**src/rtl/traffic_ctrl_n.sv**
```systemverilog
// Purpose: N-way traffic light controller; round-robin GREEN -> YELLOW -> ALL_RED arbitration over level requests.
// Latency: every output is registered; a green-exit decision made at a clock edge is visible from that edge onward.
// Backpressure: none; requests are level-sensitive and must stay high until served, the latched target is never revoked.
module traffic_ctrl_n #(
    parameter int N_WAYS      = 4,
    parameter int CNT_W       = 8,
    parameter int MIN_GREEN   = 4,
    parameter int YELLOW_TIME = 2,
    parameter int ALLRED_TIME = 1
) (
    input  logic                      clk,
    input  logic                      rst_n,
    input  logic [N_WAYS-1:0]         req,
    input  logic                      auto_mode,
    output logic [N_WAYS-1:0]         light_en,
    output logic [N_WAYS-1:0]         yellow_en,
    output logic [$clog2(N_WAYS)-1:0] active_way,
    output logic [CNT_W-1:0]          counter_out
);

    localparam int AW = $clog2(N_WAYS);

    // Dwell thresholds expressed in counter units (counter is 0 on the first cycle of a state)
    localparam logic [CNT_W-1:0] GREEN_LAST  = CNT_W'(MIN_GREEN - 1);
    localparam logic [CNT_W-1:0] YELLOW_LAST = CNT_W'(YELLOW_TIME - 1);
    localparam logic [CNT_W-1:0] ALLRED_LAST = CNT_W'(ALLRED_TIME - 1);
    localparam logic [CNT_W-1:0] CNT_MAX     = {CNT_W{1'b1}};

    typedef enum logic [1:0] {
        ST_GREEN  = 2'd0,
        ST_YELLOW = 2'd1,
        ST_ALLRED = 2'd2
    } state_t;

    state_t            state_q;
    state_t            state_d;
    logic [CNT_W-1:0]  cnt_q;
    logic [AW-1:0]     active_q;
    logic [AW-1:0]     active_d;
    logic [AW-1:0]     target_q;
    logic [N_WAYS-1:0] light_q;
    logic [N_WAYS-1:0] yellow_q;
    logic [N_WAYS-1:0] light_d;
    logic [N_WAYS-1:0] yellow_d;

    logic [N_WAYS-1:0] eff_req;
    logic [N_WAYS-1:0] masked_req;
    logic              scan_hit;
    logic [AW-1:0]     scan_way;
    int                scan_idx;

    logic              green_done;
    logic              yellow_done;
    logic              allred_done;
    logic              state_change;

    function automatic logic [N_WAYS-1:0] onehot(input logic [AW-1:0] idx);
        logic [N_WAYS-1:0] v;
        v      = '0;
        v[idx] = 1'b1;
        return v;
    endfunction

    // Requests seen by the arbiter: auto mode asks for every way; the current way never competes with itself
    always_comb begin
        eff_req    = auto_mode ? {N_WAYS{1'b1}} : req;
        masked_req = eff_req & ~onehot(active_q);
    end

    // Round-robin scan from active+1 upward with wrap; walking far-to-near lets the nearest hit win
    always_comb begin
        scan_hit = 1'b0;
        scan_way = active_q;
        scan_idx = 0;
        for (int i = N_WAYS - 1; i >= 1; i--) begin
            scan_idx = int'(active_q) + i;
            if (scan_idx >= N_WAYS) begin
                scan_idx = scan_idx - N_WAYS;
            end
            if (masked_req[scan_idx]) begin
                scan_hit = 1'b1;
                scan_way = AW'(scan_idx);
            end
        end
    end

    // Dwell-complete flags for each state
    always_comb begin
        green_done  = (cnt_q >= GREEN_LAST);
        yellow_done = (cnt_q == YELLOW_LAST);
        allred_done = (cnt_q == ALLRED_LAST);
    end

    // State register
    always_ff @(posedge clk or negedge rst_n) begin
        if (!rst_n) begin
            state_q <= ST_GREEN;
        end else begin
            state_q <= state_d;
        end
    end

    // Next-state logic: green holds until its minimum dwell has elapsed and another way is waiting
    always_comb begin
        state_d = state_q;
        case (state_q)
            ST_GREEN:  if (green_done && scan_hit) state_d = ST_YELLOW;
            ST_YELLOW: if (yellow_done)            state_d = ST_ALLRED;
            ST_ALLRED: if (allred_done)            state_d = ST_GREEN;
            default:                               state_d = ST_GREEN;
        endcase
    end

    assign state_change = (state_d != state_q);

    // Dwell counter restarts on every state entry and saturates instead of wrapping
    always_ff @(posedge clk or negedge rst_n) begin
        if (!rst_n) begin
            cnt_q <= '0;
        end else if (state_change) begin
            cnt_q <= '0;
        end else if (cnt_q != CNT_MAX) begin
            cnt_q <= cnt_q + CNT_W'(1);
        end
    end

    // Target is frozen at the green exit so later request changes cannot redirect the transition
    always_ff @(posedge clk or negedge rst_n) begin
        if (!rst_n) begin
            target_q <= '0;
        end else if (state_q == ST_GREEN && state_d == ST_YELLOW) begin
            target_q <= scan_way;
        end
    end

    // Active way hands over to the latched target when all-red clearance ends
    always_comb begin
        active_d = active_q;
        if (state_q == ST_ALLRED && allred_done) begin
            active_d = target_q;
        end
    end

    // Active way register
    always_ff @(posedge clk or negedge rst_n) begin
        if (!rst_n) begin
            active_q <= '0;
        end else begin
            active_q <= active_d;
        end
    end

    // Output decode from the upcoming state so the lamp registers line up with the state register
    always_comb begin
        light_d  = '0;
        yellow_d = '0;
        case (state_d)
            ST_GREEN:  light_d  = onehot(active_d);
            ST_YELLOW: yellow_d = onehot(active_d);
            default: begin
                light_d  = '0;
                yellow_d = '0;
            end
        endcase
    end

    // Lamp registers; reset shows way 0 green
    always_ff @(posedge clk or negedge rst_n) begin
        if (!rst_n) begin
            light_q  <= {{(N_WAYS-1){1'b0}}, 1'b1};
            yellow_q <= '0;
        end else begin
            light_q  <= light_d;
            yellow_q <= yellow_d;
        end
    end

    assign light_en    = light_q;
    assign yellow_en   = yellow_q;
    assign active_way  = active_q;
    assign counter_out = cnt_q;

endmodule

```
**config.mk**
```make
export PLATFORM = sky130hd
export DESIGN_NAME = traffic_ctrl_n
export DESIGN_NICKNAME = d
export VERILOG_FILES = /design/src/rtl/traffic_ctrl_n.sv
export SDC_FILE = /design/constraint.sdc
export NUM_CORES = 1
export LEC_CHECK = 0
export ABC_AREA = 0
export CAP_MARGIN = 20
export CORE_MARGIN = 4
export CORE_UTILIZATION = 55
export CTS_BUF_LIST = sky130_fd_sc_hd__clkbuf_2
export CTS_CLUSTER_DIAMETER = 120
export DETAILED_ROUTE_END_ITERATION = 12
export DONT_BUFFER_PORTS = 1
export PLACE_DENSITY = 0.73
export SYNTH_ARGS = -nofsm -noshare
export SYNTH_HDL_FRONTEND = slang
export SYNTH_SLANG_ARGS = --single-unit
```
**constraint.sdc**
```tcl
create_clock -name clk -period 4.6 [get_ports clk]
set_clock_uncertainty 0.2 [all_clocks]
set_input_delay 0.92 -clock clk [delete_from_list [all_inputs] [get_ports clk]]
set_output_delay 0.92 -clock clk [all_outputs]
set_load 0.02 [all_outputs]
```
=== Word-level counts from Yosys, hierarchy flattened ===
Index checks and enable logic that the tools add are counted.

* Bits in registers: 22
* Input bits: 7
* Output and inout bits: 18

* Add/subtract/negate cells: 7
* Order comparisons: 11
* Eq/ne operators: 6
* Multiplexer cells: 32
* Bitwise gates (word level): 2
* Reductions and logical operators: 9

{| class="wikitable"
|+ Operator list
! cell !! count
|-
| $lt 32x4->1 const B || 3
|-
| $mux 32 || 3
|-
| $mux 8 || 2
|-
| $mux 2 || 7
|-
| $mux 4 || 3
|-
| $sub 3x3->4 const B || 3
|-
| $mux 1 || 11
|-
| $ge 3x3->1 const B || 3
|-
| $add 8x1->8 const B || 1
|-
| $eq 8x1->1 const B || 1
|-
| $ge 8x2->1 const B || 1
|-
| $logic_not 8->1 || 1
|-
| $ne 8x8->1 const B || 1
|-
| $add 2x2->3 const B || 2
|-
| $bmux 1 s2 || 3
|-
| $lt 2x3->1 const B || 2
|-
| $pmux 2 s3 || 1
|-
| $logic_and 1x1->1 || 5
|-
| $and 4x4->4 || 1
|-
| $demux 1 s2 || 2
|-
| $eq 2x1->1 const B || 2
|-
| $ge 2x1->1 const B || 2
|-
| $logic_not 2->1 || 2
|-
| $not 4->4 || 1
|-
| other kinds (4) || 4
|}

=== Longest topological paths before layout ===
Gate-level depths: netlist of run 1.

* Depth in word-level cells: 17
* Depth in mapped cells: 9
* Mapped depth without buffers: 8

=== Worst setup path before layout of run 1 ===
Ideal clock, no wire load.

* Path type: input -> register
* From: in auto_mode
* To: reg target_q[0]
* Setup time: 0.125 ns
* Arrival time: 2.172 ns
* Required time: 4.275 ns
* Path slack: 2.103 ns
* Stages: 6
* Buffers on the path: 1
* Cell sequence: buf_6 > o21ba_4 > nand2b_4 > o32a_4 > o211a_4 > mux2_4

* Word-level cells in the longest chain between the ends: 13
* Elaborated cells on any way between the ends: 22
* Those cells by class: 1 x eq/ne; 18 x mux; 1 x bitwise; 2 x reduce/logical

{| class="wikitable"
|+ Ends and longest elaborated chain
! what !! line !! RTL
|-
| start: declaration || 14 || <nowiki>input logic auto_mode,</nowiki>
|-
| $mux 4 * || 66 || <nowiki>eff_req = auto_mode ? {N_WAYS{1'b1}} : req;</nowiki>
|-
| $and 4x4->4 * || 67 || <nowiki>masked_req = eff_req & ~onehot(active_q);</nowiki>
|-
| $bmux 1 s2 || 80 || <nowiki>if (masked_req[scan_idx]) begin</nowiki>
|-
| $mux 1 (not written as such) (2 in series) || 80 ||
|-
| $mux 1 (3 in series) || 80 ||
|-
| $logic_and 1x1->1 || 107 || <nowiki>ST_GREEN: if (green_done && scan_hit) state_d = ST_YELLOW;</nowiki>
|-
| $mux 2 || 107 ||
|-
| $pmux 2 s3 || 106 || <nowiki>case (state_q)</nowiki>
|-
| $eq 2x1->1 || 131 || <nowiki>end else if (state_q == ST_GREEN && state_d == ST_YELLOW) begin</nowiki>
|-
| $logic_and 1x1->1 || 131 ||
|-
| end signal: assignment || 132 || <nowiki>target_q <= scan_way;</nowiki>
|-
| end: declaration || 40 || <nowiki>logic [AW-1:0] target_q;</nowiki>
|}

Mark *: on every way between the ends. The rest lies on a longest branch, timed or not. The select of a mux whose other input is x is not followed.
A chain may end at the register's enable or synchronous reset.

=== Worst setup path after layout of run 1 ===
* From: reg active_q[1] (netlist: active_way[1])
* To: reg light_q[3] (netlist: light_en[3])

* Word-level cells in the longest chain between the ends: 17
* Elaborated cells on any way between the ends: 42
* Those cells by class: 6 x add/sub; 7 x order compare; 23 x mux; 2 x bitwise; 4 x reduce/logical

{| class="wikitable"
|+ Ends and longest elaborated chain
! what !! line !! RTL
|-
| start: declaration || 38 || <nowiki>logic [AW-1:0] active_q;</nowiki>
|-
| start signal: assignment || 149 || <nowiki>active_q <= active_d;</nowiki>
|-
| $lt 2x3->1 (not written as such) / $ge 2x1->1 (equally long branches) || 60 || <nowiki>v[idx] = 1'b1;</nowiki>
|-
| $logic_and 1x1->1 (not written as such) || 60 ||
|-
| $mux 1 (not written as such) || 60 ||
|-
| $demux 1 s2 || 60 ||
|-
| $not 4->4 || 67 ||
|-
| $and 4x4->4 || 67 ||
|-
| $bmux 1 s2 || 80 ||
|-
| $mux 1 (not written as such) (2 in series) || 80 ||
|-
| $mux 1 (3 in series) || 80 ||
|-
| $logic_and 1x1->1 || 107 ||
|-
| $mux 2 || 107 ||
|-
| $pmux 2 s3 || 106 ||
|-
| $logic_not 2->1 || 157 || <nowiki>case (state_d)</nowiki>
|-
| $mux 4 * || 157 ||
|-
| net light_d[3] || 43 || <nowiki>logic [N_WAYS-1:0] light_d;</nowiki>
|-
| end signal: assignment || 170 || <nowiki>light_q <= {{(N_WAYS-1){1'b0}}, 1'b1};</nowiki>
|-
| end signal: assignment || 173 || <nowiki>light_q <= light_d;</nowiki>
|-
| end: declaration || 41 || <nowiki>logic [N_WAYS-1:0] light_q;</nowiki>
|}

The timed path passes the listed nets; every way through them passes the cells marked *. The select of a mux whose other input is x is not followed.

==> results.yml, run 1 <==
placement:
  gp_congestion: 0.862
  port_buffers: 0
  dpl.hpwl_mm: 2.10
status:
  status: "completed"
synth:
  ys_warn_count: 0
  synthArstFlopShare_pct: 100
  synth.avg_cell_area_um2: 9.06
  ys.flop_type: "dfrtp_1"
  syn_nets: 170
  synth_cell_types: 46
  ys_ff_latch: 22
  synth_edf_count: 0
  netlist_area_um2: 1410
  synth-seq-area-share_pct: 39.0
  synthCells: 156
worst_setup_path:
  crit_chain: "inv_1 -> ha_1 -> o21ba_4 -> mux2i_1 -> a31oi_2 -> o21ai_0 -> o21ai_0 -> nor2_1"
  required_ps: 4630
  worst_setup_path_start_kind: "flop"
  cp_max_fo: 13
  cpPeakStageDelay_ps: 730
  cp-end-kind: "flop"
  worst_path_max_delay_cell: "dfrtp_1"
  path_common_cell: "o21ai_0"
  worst_ep_arrival_time_ps: 2730
  criticalPathCategory: "flop to flop"
  cp_top_family: "compound AO/OA/AOI/OAI gates"
  critPathBufInv: 1
grt:
  grt_max_degree: 23
  top_usage_layer: "met2"
  grt_pass1_wl_mm: 4.96
  antenna_found_initial: 0
  first_global_vias: 1080
  grtUsageTotal_pct: 18.7
  met3_usage_pct: 3.51
  use_met1_pct: 25.9
  overflow: 0
  met2_usage_pct: 28.7
die:
  initial_core_util_pct: 57.6
  io_pins: 25
  die_area_um2: 3450
  die_width_um: 58.7
  die_h_um: 58.7
  design.core.area_um2: 2450
  floorplan.rows: 18
pwr:
  intPower_mw: 0.504
  seq_power_share_pct: 40.5
  net-switching-power_mw: 0.500
  power_density_nw_per_um2: 696
  power_frac_clock_pct: 7.7
  p_total_mw: 1.00
  p_sw_share_pct: 49.8
  peakVddDrop_mv: 0.439
  leakage_nw: 0.652
  combPwrFrac_pct: 51.8
flow_run:
  maxCapViolCount: 0
routing:
  first_pass_iters: 4
  post_drt_via_cell_ratio: 5.92
  drc: 0
  vias: 1095
  wl_per_cell_um: 15.3
  routed_wl_mm: 2.83
  ant_nets: 0
  first_iter_violations: 24
clocking:
  clkLatencyLatePin_ps: 330
  clockBufferDepth: 2
  cts_made_buffers: 3
  postCtsSetupRepairBufs: 0
  h-tree-depth: 1
  clk_pin_slew_ps: 200
  cts_tree: "built"
  cts_root_buf: "clkbuf_2"
  numClockSinks: 22
final_layout:
  syn_to_final_growth_pct: 2.04
  drive_gt1_share_pct: 11.6
  nNetsFinal: 170
  fillerInstances: 199
  seq_area_um2: 552
  diodes: 0
  multi_input_comb_area_um2: 791
sta:
  finalSetupViolCount: 0
  tightest_slew_ps: 545
  hold_viol: 0
  max_freq_mhz: 370
  setup_tns_ps: 0
  fin_crit_ps: 2710
  rsz0062_at_grt: "false"
  relSlewSlack_pct: 63.7
  slew_viol_final: 0
  fin_crit_sh_pct: 58.8
  whs_ps: 46.2
hold_path:
  min_path_type: "input port to asynchronous set/reset pin"
routing by layer:
| metal | part of all wire, % | up-vias |
|---|---|---|
| li1 | - | 545 |
| met1 | 48 | 510 |
| met2 | 44 | 35 |
| met3 | 6.3 | 5 |
| met4 | 1.4 | 0 |
| met5 | 0 | - |
through the flow:
step                std cells  util, %  instance area [um^2]  setup WS, ps
floorplan                 156        -                  1410          2100
global placement          180     57.6                  1410          1990
detailed placement        180     57.6                  1410          1920
CTS                       184     58.4                  1430          1880
global route              185     58.8                  1440          1610
finish                    185     58.8                  1440          1890
sequential cells by signal, indices dropped and copies added (netlist names):
| name | cells |
|---|---|
| light_en | 4 |
| yellow_en | 4 |
| counter_out | 8 |
| target_q | 2 |
| active_way | 2 |
| state_q | 2 |
Yosys cell counts, types with 2 or more instances:
cell type | number | area share [%]
ha_1 | 7 | 6.2
mux2_4 | 2 | 2.1
nand3_1 | 8 | 2.8
nand2_1 | 13 | 3.5
inv_1 | 9 | 2.4
nor2_1 | 29 | 7.7
a21oi_1 | 6 | 2.1
o21bai_1 | 3 | 1.6
and3_1 | 3 | 1.3
nor3_1 | 2 | 0.71
mux2i_1 | 2 | 1.4
o21ai_0 | 11 | 3.9
dfrtp_1 | 21 | 37
a31oi_1 | 5 | 2.2
nor2b_1 | 2 | 0.88
o22ai_1 | 2 | 0.88
buf_2 | 2 | 0.71
placed cells by master (no fill, tap or decap), drive strengths merged, types with 3 or more instances in the layout:
cell and n:
nand2 13, o21ai 11, dfrtp 21, and3 3, clkbuf 3, nand3 9
nor2 29, a31oi 6, inv 9, a21oi 7, o21bai 3, nor3 3
ha 7
final cells by class:
type	count	area share [%]
Clock buffer	3	1.04
Clock inverter	1	0.260
Inverter	9	2.34
Multi-Input combinational cell	119	54.8
Sequential cell	22	38.2
Tap cell	30	2.60
Timing Repair Buffer	1	0.694
worst register-to-register path, delay by kind of cell (launching register included):
kind | cells | cell delay [ps]
flip-flops | 1 | 730
multiplexers | 1 | 110
AND/OR/NAND/NOR | 1 | 100
adder cells (fa/ha/maj) | 1 | 260
AO/OA/AOI/OAI | 4 | 1010
buffers and inverters | 1 | 210
power groups by stage:
stage / Sequential [mW] / Clock, mW / Combinational (mW)
global route: 0.419 / 0.0891 / 0.589
CTS: 0.406 / 0.0802 / 0.518
finish: 0.406 / 0.0774 / 0.520
floorplan: 0.370 / 0 / 0.454
global placement: 0.407 / 0 / 0.501
detailed placement: 0.412 / 0 / 0.513
worst paths after layout:
path	startpoint	endpoint	slack, ps	depth (start not counted)
max	active_way[1]	light_en[3]	1890	8
min	rst_n	yellow_en[0]	50	0
max reg2reg	active_way[1]	light_en[3]	1890	8
min reg2reg	state_q[0]	state_q[1]	390	1
max in group asynchronous	rst_n	counter_out[2]	3120	1
min in group clk	state_q[0]	state_q[1]	390	1
cell families after synthesis:
family          after synthesis  synth area share (%)
simple gates                 68                  24.6
compound gates               38                  20.4
flops                        22                  39.0
buf+inv                      15                  5.04
fa+ha+maj                     7                  6.19
mux                           4                  3.54
xor+xnor                      2                  1.24
repair_timing:
item,4_1_cts,5_1_grt
resized for setup,0,0
hold endpoints to repair,0,11
hold buffers,0,1
No activity file was read; power rests on OpenSTA's default activity.
==> run 2, diff against run 1 <==
- PLACE_DENSITY: 0.73 -> 0.76
- clock period: 4.6 -> 2.2 ns (I/O delays scaled with it)
==> run 2 against run 1 <==
Critical endpoint is now target_q[0]. Largest cell class unchanged. Die area unchanged. Global-route usage increased by 1.2 points. Worst hold slack improved by 170 ps.
==> results.yml, run 2 (synthesized netlist as in run 1, its figures left out) <==
status:
  status: "completed"
grt:
  grtUsageTotal_pct: 19.9
  grt_max_degree: 23
  first_global_vias: 1180
  grt_pass1_wl_mm: 5.25
  antenna_found_initial: 0
  overflow: 0
clocking:
  cts_tree: "built"
  clkLatencyLatePin_ps: 330
  numClockSinks: 22
  clk_pin_slew_ps: 200
  cts_made_buffers: 3
  clockBufferDepth: 2
  cts_root_buf: "clkbuf_2"
  h-tree-depth: 1
placement:
  placed_cells: 195
  gp_congestion: 0.859
  place_area_um2: 1550
  dpl.hpwl_mm: 2.34
  port_buffers: 0
final_layout:
  fillerInstances: 197
  nNetsFinal: 187
  drive_gt1_share_pct: 26.7
  stdcell_area_um2: 1640
  diodes: 0
  fin_cells: 202
  fin_util_pct: 67.0
  largest_reg_flops: 8
  final_common_cell: "nor2_1"
  final_cell_mix: "nor2_1, dfrtp_1, buf_4, nand2_1, o21ai_0"
  syn_to_final_growth_pct: 16.3
pwr:
  p_total_mw: 2.40
  peakVddDrop_mv: 1.00
  intPower_mw: 1.25
  p_sw_share_pct: 47.9
  combPwrFrac_pct: 62.6
  seq_power_share_pct: 30.4
  power_density_nw_per_um2: 1460
  net-switching-power_mw: 1.15
  power_frac_clock_pct: 7.0
  leakage_nw: 0.751
die:
  design.core.area_um2: 2450
  die_h_um: 58.7
  io_pins: 25
  floorplan.rows: 18
  initial_core_util_pct: 57.6
  die_width_um: 58.7
  die_area_um2: 3450
sta:
  hold_viol: 0
  relSlewSlack_pct: 73.5
  max_freq_mhz: 468
  tightest_slew_ps: 396
  slew_viol_final: 0
  finalSetupViolCount: 0
  whs_ps: 214
  fin_crit_sh_pct: 97.1
  fin_crit_ps: 2140
worst_setup_path:
  worst_ep_arrival_time_ps: 2170
  required_ps: 2240
  worst_setup_path_start_kind: "flop"
  cp-end-kind: "flop"
  criticalPathCategory: "flop to flop"
  cp_max_fo: 4
routing:
  vias: 1199
  post_drt_via_cell_ratio: 5.94
  drc: 0
  first_pass_iters: 5
  first_iter_violations: 44
  wl_per_cell_um: 15.8
  routed_wl_mm: 3.18
  ant_nets: 0
flow_run:
  maxCapViolCount: 0
hold_path:
  min_path_type: "input port to asynchronous set/reset pin"
run 2: final timing paths:
kind | from | to | slack [ps] | depth (start not counted)
max in group asynchronous | rst_n | active_way[1] | 1160 | 2
setup / recovery | active_way[0] | target_q[0] | 60 | 6
hold / removal | rst_n | light_en[1] | 210 | 1
hold reg to reg | state_q[0] | state_q[1] | 380 | 1
min in group clk | state_q[0] | state_q[1] | 380 | 1
setup reg to reg | active_way[0] | target_q[0] | 60 | 6
run 2: cell type report:
| cell class | instances | area (um^2) | area share [%] |
|---|---|---|---|
| Timing Repair Buffer | 18 | 158 | 9.59 |
| Sequential cell | 22 | 554 | 33.7 |
| Tap cell | 30 | 37.5 | 2.28 |
| Inverter | 9 | 36.3 | 2.21 |
| Clock buffer | 4 | 20.0 | 1.22 |
| Multi-Input combinational cell | 119 | 838 | 51.0 |
run 2: through the flow:
stage          setup TNS, ps  setup slack (ps)
2_1_floorplan              0              16.7
3_3_place_gp               0               106
3_5_place_dp               0              61.8
4_1_cts                    0              41.7
5_1_grt                -8.28             -5.15
6_report                   0              64.8
run 2: layer usage:
metal / GRT usage, % / part of all wire, % / up-vias
li1: - / - / 576
met1: 24.7 / 41 / 572
met2: 34.1 / 51 / 43
met3: 3.95 / 5.8 / 8
met4: 7.44 / 2.5 / 0
met5: 0 / 0 / -
run 2: worst max-delay path, cell delays in order (launching register included):
cell and delay [ps]:
dfrtp_2 490, ha_1 220, o21ba_4 250, mux2i_2 90, a31oi_2 270, o211a_4 250
mux2_4 300
run 2: power by group through the flow:
stage,clock network (mW),logic [mW],registers (mW)
floorplan,0,0.988,0.786
global placement,0,1.32,0.731
detailed placement,0,1.38,0.740
CTS,0.175,1.40,0.731
global route,0.189,1.67,0.749
finish,0.169,1.50,0.729
run 2: timing repair:
action	4_1_cts	5_1_grt
resized for setup	0	7
hold buffers	1	0
endpoints found under the hold margin	22	0
setup endpoints to repair	0	12
buffers inserted	0	1
==> run 3, diff against run 2 <==
- GPL_TIMING_DRIVEN: default -> 0
==> run 3 against run 2 <==
The run now ends with setup timing left. Cell area increased by 1.4%. Core utilization rose by 0.97 points. Final cell count shrank 3.0%. Sequential cell count unchanged. Critical path depth up 2. Global-route usage increased by 0.44 points. Worst hold slack better by 150 ps. Critical path type unchanged. Highest routed layer unchanged.
==> results.yml, run 3 (synthesized netlist as in run 1, its figures left out) <==
clocking:
  cts_root_buf: "clkbuf_2"
  h-tree-depth: 1
  cts_tree: "built"
  cts_made_buffers: 3
  clockBufferDepth: 2
  clkLatencyLatePin_ps: 340
  clk_pin_slew_ps: 210
  numClockSinks: 22
pwr:
  peakVddDrop_mv: 1.10
  power_density_nw_per_um2: 1520
  leakage_nw: 0.709
  p_total_mw: 2.54
die:
  floorplan.rows: 18
  initial_core_util_pct: 57.6
  die_area_um2: 3450
  design.core.area_um2: 2450
  die_width_um: 58.7
  die_h_um: 58.7
  io_pins: 25
worst_setup_path:
  worst_setup_path_start_kind: "flop"
  cpPeakStageDelay_ps: 530
  cp_max_fo: 5
  cp-end-kind: "flop"
  required_ps: 2240
  crit_chain: "buf_8 -> inv_8 -> ha_4 -> o21ba_4 -> nand2b_4 -> o32a_4 -> o211a_4 -> mux2_4"
  worst_path_max_delay_cell: "dfrtp_2"
  criticalPathCategory: "flop to flop"
  worst_ep_arrival_time_ps: 2320
hold_path:
  min_path_type: "flop to flop"
routing:
  vias: 1188
  first_iter_violations: 58
  first_pass_iters: 4
  post_drt_via_cell_ratio: 6.06
  wl_per_cell_um: 17.3
  drc: 0
  ant_nets: 0
  routed_wl_mm: 3.39
final_layout:
  stdcell_area_um2: 1670
  syn_to_final_growth_pct: 18.0
  largest_reg_flops: 8
  final_common_cell: "nor2_1"
  fin_cells: 196
  final_cell_mix: "nor2_1, dfrtp_1, nand2_1, o21ai_0"
  diodes: 0
  drive_gt1_share_pct: 30.7
  nNetsFinal: 181
grt:
  first_global_vias: 1166
  antenna_found_initial: 0
  overflow: 0
  grtUsageTotal_pct: 20.3
  grt_pass1_wl_mm: 5.38
  grt_max_degree: 23
sta:
  fin_ws_ps: -85.8
  fin_crit_sh_pct: 104
  rsz0062_at_grt: "true"
  finalSetupViolCount: 7
  hold_viol: 0
  fin_crit_ps: 2290
  slew_viol_final: 0
  setup_tns_ps: -367
  tightest_slew_ps: 951
  max_freq_mhz: 437
  relSlewSlack_pct: 36.4
placement:
  dpl.hpwl_mm: 2.25
  placed_cells: 186
  gp_congestion: 0.806
  dp_slack_ps: -200
  port_buffers: 0
  place_area_um2: 1480
status:
  status: "complete, but fails checks"
  violations: "setup timing"
flow_run:
  maxCapViolCount: 0
## run 3: final timing paths
path | end | startpoint | cells past startpoint | slack, ps
setup / recovery | target_q[1] | active_way[1] | 8 | -90
hold / removal | state_q[1] | state_q[0] | 1 | 360
setup reg to reg | target_q[1] | active_way[1] | 8 | -90
hold reg to reg | state_q[1] | state_q[0] | 1 | 360
max in group asynchronous | counter_out[4] | rst_n | 1 | 690
min in group asynchronous | state_q[0] | rst_n | 1 | 460
## run 3: layer usage
layer,track usage (%),vias up,routed length [um]
met3,3.29,9,153
met2,36.2,37,1740
met4,5.83,0,59
met5,0,-,0
met1,25.3,576,1440
li1,-,566,-
## run 3: final cells by class
type / count / area (um^2)
multi-input combinational: 119 / 908
fill: 188 / 787
sequential: 22 / 561
buffer: 6 / 53.8
timing repair buffer: 6 / 47.5
inverter: 9 / 41.3
tap: 30 / 37.5
clock buffer: 3 / 15.0
clock inverter: 1 / 3.75
## run 3: report_power, final
| part | switching, mW | total (mW) | leakage [nW] | internal, mW |
|---|---|---|---|---|
| logic | 0.834 | 1.54 | 0.418 | 0.711 |
| registers | 0.280 | 0.829 | 0.277 | 0.549 |
| clock network | 0.123 | 0.163 | 0.0140 | 0.0395 |
| total | 1.24 | 2.54 | 0.709 | 1.30 |
## run 3: critical path: cells and delay by family, from the launching register on
| family | cells | cell delay [ps] |
|---|---|---|
| flip-flops | 1 | 530 |
| AND/OR/NAND/NOR | 1 | 150 |
| multiplexers | 1 | 300 |
| buffers and inverters | 2 | 210 |
| adder cells (fa/ha/maj) | 1 | 120 |
| AO/OA/AOI/OAI | 3 | 700 |
## run 3: repair_timing
action	4_1_cts	5_1_grt
pin swaps	6	7
gates resized for setup	16	14
endpoints found under the setup margin	19	19
hold buffers	1	0
setup buffers	4	1
endpoints found under the hold margin	22	0
## run 3: through the flow
stage          hold slack [ps]  utilization [%]
3_5_place_dp             -55.1             60.3
3_3_place_gp             -55.1             60.3
5_1_grt                    407             67.9
4_1_cts                    360             65.5
2_1_floorplan            -55.6                -
6_report                   361             67.9
